### config.mk
export PLATFORM = sky130hd
export DESIGN_NAME = pc_fetch
export DESIGN_NICKNAME = d
export VERILOG_FILES = /design/src/rtl/r200_pkg.sv /design/src/rtl/pc_fetch_adder32.sv /design/src/rtl/pc_fetch.sv
export SDC_FILE = /design/constraint.sdc
export NUM_CORES = 1
export LEC_CHECK = 0
export CAP_MARGIN = 40
export CORE_ASPECT_RATIO = 1.25
export CORE_MARGIN = 4
export CORE_UTILIZATION = 44
export CTS_CLUSTER_DIAMETER = 100
export CTS_CLUSTER_SIZE = 16
export DETAILED_ROUTE_END_ITERATION = 16
export PLACE_DENSITY_LB_ADDON = 0.12
export SYNTH_ARGS = -nofsm -noshare
export SYNTH_HDL_FRONTEND = slang
export SYNTH_SLANG_ARGS = --single-unit
### constraint.sdc
create_clock -name clk -period 1.89 [get_ports clk]
set_clock_uncertainty 0.1 [all_clocks]
set_input_delay 0.189 -clock clk [delete_from_list [all_inputs] [get_ports clk]]
set_output_delay 0.189 -clock clk [all_outputs]
set_load 0.01 [all_outputs]
### src/rtl/r200_pkg.sv
// r200_pkg: shared fetch-unit state encoding and constants
package r200_pkg;
  typedef enum logic [1:0] {S_REQ, S_HOLD, S_KILL, S_FAULT} fetch_state_t;
  localparam logic [31:0] INSTR_BYTES = 32'd4;
  localparam logic [31:0] DEF_RESET_PC = 32'h0000_0000;
endpackage

### src/rtl/pc_fetch_adder32.sv
// adder32: 32-bit adder with carry-in; the carry-out is dropped so sums wrap modulo 2^32
module adder32
  import r200_pkg::*;
(
  input  logic [31:0] a,
  input  logic [31:0] b,
  input  logic        cin,
  output logic [31:0] sum
);
  assign sum = a + b + {31'd0, cin};
endmodule

### src/rtl/pc_fetch.sv
// pc_fetch: single-outstanding instruction fetch with branch redirect and misalign fault
module pc_fetch
  import r200_pkg::*;
#(
  parameter logic [31:0] RESET_PC = DEF_RESET_PC
) (
  input  logic        clk,
  input  logic        rst_n,
  input  logic        br_taken,
  input  logic [31:0] br_target,
  output logic        imem_req,
  output logic [31:0] imem_addr,
  input  logic        imem_ack,
  input  logic [31:0] imem_rdata,
  output logic        if_valid,
  input  logic        if_ready,
  output logic [31:0] if_instr,
  output logic [31:0] if_pc,
  output logic        misalign
);
  fetch_state_t state, state_n;
  logic run, flt, flt_n, cap, bad, mis_n;
  logic [31:0] pc, pc_n, pc_inc, req_addr;
  adder32 u_inc (.a(pc), .b(INSTR_BYTES), .cin(1'b0), .sum(pc_inc));
  assign bad = br_target[1:0] != 2'b00;
  assign imem_req = run && (state == S_REQ || state == S_KILL);
  assign imem_addr = state == S_KILL ? req_addr : pc;
  assign if_valid = state == S_HOLD;
  assign mis_n = run && br_taken && bad && state != S_FAULT && !flt;
  // next state, next pc, data capture and pending-fault tracking
  always_comb begin
    state_n = state;
    pc_n = pc;
    flt_n = flt;
    cap = 1'b0;
    if (run) begin
      case (state)
        S_REQ:
          if (br_taken) begin
            pc_n = bad ? pc : br_target;
            flt_n = bad && !imem_ack;
            state_n = imem_ack ? (bad ? S_FAULT : S_REQ) : S_KILL;
          end else if (imem_ack) begin
            cap = 1'b1;
            pc_n = pc_inc;
            state_n = S_HOLD;
          end
        S_HOLD:
          if (br_taken) begin
            pc_n = bad ? pc : br_target;
            state_n = bad ? S_FAULT : S_REQ;
          end else if (if_ready) state_n = S_REQ;
        S_KILL: begin
          if (br_taken && !flt) begin
            pc_n = bad ? pc : br_target;
            flt_n = bad;
          end
          if (imem_ack) state_n = flt_n ? S_FAULT : S_REQ;
        end
        default: state_n = S_FAULT;
      endcase
    end
  end
  // state, pc, held request address and decode-side registers
  always_ff @(posedge clk or negedge rst_n) begin
    if (!rst_n) begin
      state <= S_REQ;
      run <= 1'b0;
      flt <= 1'b0;
      pc <= RESET_PC;
      req_addr <= RESET_PC;
      if_instr <= '0;
      if_pc <= '0;
      misalign <= 1'b0;
    end else begin
      state <= state_n;
      run <= 1'b1;
      flt <= flt_n;
      pc <= pc_n;
      if (state == S_REQ) req_addr <= pc;
      if (cap) begin
        if_instr <= imem_rdata;
        if_pc <= pc;
      end
      misalign <= mis_n;
    end
  end
endmodule
==> metrics.txt <==
I/O Pins 168; Area contributors post-synth dfrtp_1 (52%), mux2_2 (20%), nand2_1 (1.9%); worst path required time 2.09 ns; grt ovf 0; vias in the first global route 6001; share of cells above drive strength 1 a little under half; Tmin final around 2.2 ns; CP endpoint kind flip-flop; TritonCTS buffer count 17; worst-case clock buffer depth 2; ys flop type dfrtp_1; largest net degree at the start of global routing 45; worst hold margin 0.1084 ns; Final Hold Vio Count 0; failing checks setup timing; crit share post-route 116.2%; width of the die 115.8 um; area leader, netlist dfrtp_1; number of diodes 0; Yosys warning total 0; # DRC 0; Synth Register Bits 133; net count after synthesis 610; Worst VDD drop 1057 uV; Non-Filler Instances between 1k and 1.5k; Final Net Count just under 900; final WL 22530 um; sequential-to-total area share from yosys stat a little over half; Slew Limit Fails 0; Synth cell types 62; CP Cell Sequence inv_2, buf_6, ha_4, nor2_4, and4_4, buf_6, nand4_1, o32ai_2, a31oi_1; Util after Layout 76.67%; First-pass DRT Iterations 5; IO Port Bufs 167; critical path peak fanout 5; H-tree level count 4; placed insts about 930; Yosys top cell area share 52.03%; Worst path most repeated cell buf_6; Skew-Pair Late Insertion Delay 0.43 ns; die footprint between 15000 and 20000 sq um; fmax 455.4 MHz; final setup vio count 103; DRT iter0 DRCs between 300 and 400; die height 142.8 um; crit start category flip-flop; status complete, but fails checks; initial antenna violation count 0; gr usage total 25.56%; Routed Antenna Nets 0; Num Clock Sinks around 130; Placeable Area 14350 sq um; clock-pin slew on the worst setup and hold paths 0.06 ns; HPWL Detailed 13640 um; initial core utilization 44.58%; RSZ-0062 raised after global routing yes; CTS root buf clkbuf_16; Mean Syn Cell Area ~12 sq um; Via density 5.612; kind of critical path flip-flop to flip-flop; setup ws final -0.3060 ns; Slowest cell on crit path dfrtp_1; total power roughly 19 mW; drt wl/cell 22.28 um; EDFF count, synth 0; pwr dens 1754 nW/um^2; area grow syn2layout 71.97%; global-route wire length before repair 32220 um; Worst EP arrival 2.39 ns; TritonCTS clock tree done; Bufs and invs on worst path 3; Worst Hold Class input port to async pin; Syn Std Cell Area 6396 sq um; Placer Congestion 0.9231; Worst path max stage delay ~0.40 ns; row count 49; Sum Neg Setup Slack -11.15 ns; via count ~5.7k; ys async rst share 100.0%; Largest delay share family, worst path simple AND/OR/NAND/NOR gates; Max-Cap Viols 0; Mapped Cells 536; Pleak 4.982 nW
-- logic make-up after synthesis --
kind of cell,Yosys count,synth area share [%]
AO/OA/AOI/OAI,87,9.233
adder cells (fa/ha/maj),5,0.9781
buffers and inverters,42,3.130
flip-flops,133,52.03
multiplexers,120,21.03
other,1,0.05863
AND/OR/NAND/NOR,148,13.54
-- worst register-to-register path: stages (launching register included) --
cell	delay, ns
dfrtp_1	0.40
inv_2	0.10
buf_6	0.11
ha_4	0.19
nor2_4	0.20
and4_4	0.26
buf_6	0.11
nand4_1	0.22
o32ai_2	0.29
a31oi_1	0.08
-- metal layers --
layer  GRT usage (%)  part of all wire [%]  up-vias
met3           4.875                   5.5       41
met4           9.835                   2.7        0
met5               0                     0        -
li1                -                     -     2553
met2           45.59                    52      222
met1           30.19                    39     2858
-- stage by stage --
step / instance area, sq um / setup slack (ns)
final: 11000 / -0.3060
after CTS: 10360 / -0.2380
after detailed placement: 8870 / -0.2719
after global routing: 11000 / -0.3725
after floorplan: 6446 / 0.0005519
after global placement: 8870 / -0.2591
-- cell usage after synthesis, types with 7 or more instances --
library cell  instances
clkbuf_1              7
o22ai_1               7
a211oi_1              8
dfrtp_1             133
nor2_1               24
o21ai_0              20
nand2_1              33
nor3_1               10
and4_1                7
mux2_2              115
nand4_1              13
a21oi_1              15
inv_1                10
buf_2                16
a31oi_1               7
nand3_1              19
-- final timing paths --
check | start | to | slack [ns] | depth (start not counted)
setup / recovery | state[0] | pc[30] | -0.31 | 9
hold / removal | rst_n | if_instr[8] | 0.11 | 2
setup reg to reg | state[0] | pc[30] | -0.31 | 9
hold reg to reg | pc[0] | req_addr[0] | 0.41 | 1
max in group asynchronous | rst_n | pc[16] | 0.94 | 3
min in group clk | imem_rdata[31] | if_instr[31] | 0.28 | 2
-- power by group --
part	internal, mW	switching (mW)
registers	4.16	0.938
logic	6.12	4.31
clock network	2.51	1.25
-- sequential cells by signal, indices dropped and copies added, names as in the netlist --
name      count
flt           1
if_instr     32
if_pc        32
misalign      1
pc           32
req_addr     32
run           1
state         2
-- cell usage in the layout, fill, tap and decap left out, drive strengths merged, types with 9 or more instances in the layout --
master and n:
clkdlybuf4s50 133, o21ai 23, a211oi 9, mux2 115, buf 157, a21oi 16
dfrtp 133, inv 11, nand4 14, nor3 11, nand3 20, nand2 37
nor2 28, clkbuf 26
-- final cells by class --
type / count / area [sq um]
timing repair buffer: 297 / 3143
clock buffer: 20 / 446.7
sequential: 133 / 3329
fill: 906 / 3347
clock inverter: 12 / 225.2
inverter: 10 / 37.54
tap: 178 / 222.7
multi-input combinational: 361 / 3595
-- what timing repair did --
| action | CTS | global route |
|---|---|---|
| resized for setup | 272 | 122 |
| pin swaps | 16 | 34 |
| endpoints found under the setup margin | 147 | 127 |
| gates cloned | 8 | 6 |
| hold buffers | 1 | 0 |
| endpoints found under the hold margin | 133 | 0 |
| buffers inserted | 25 | 9 |
Power figures use the tool's default switching activity.
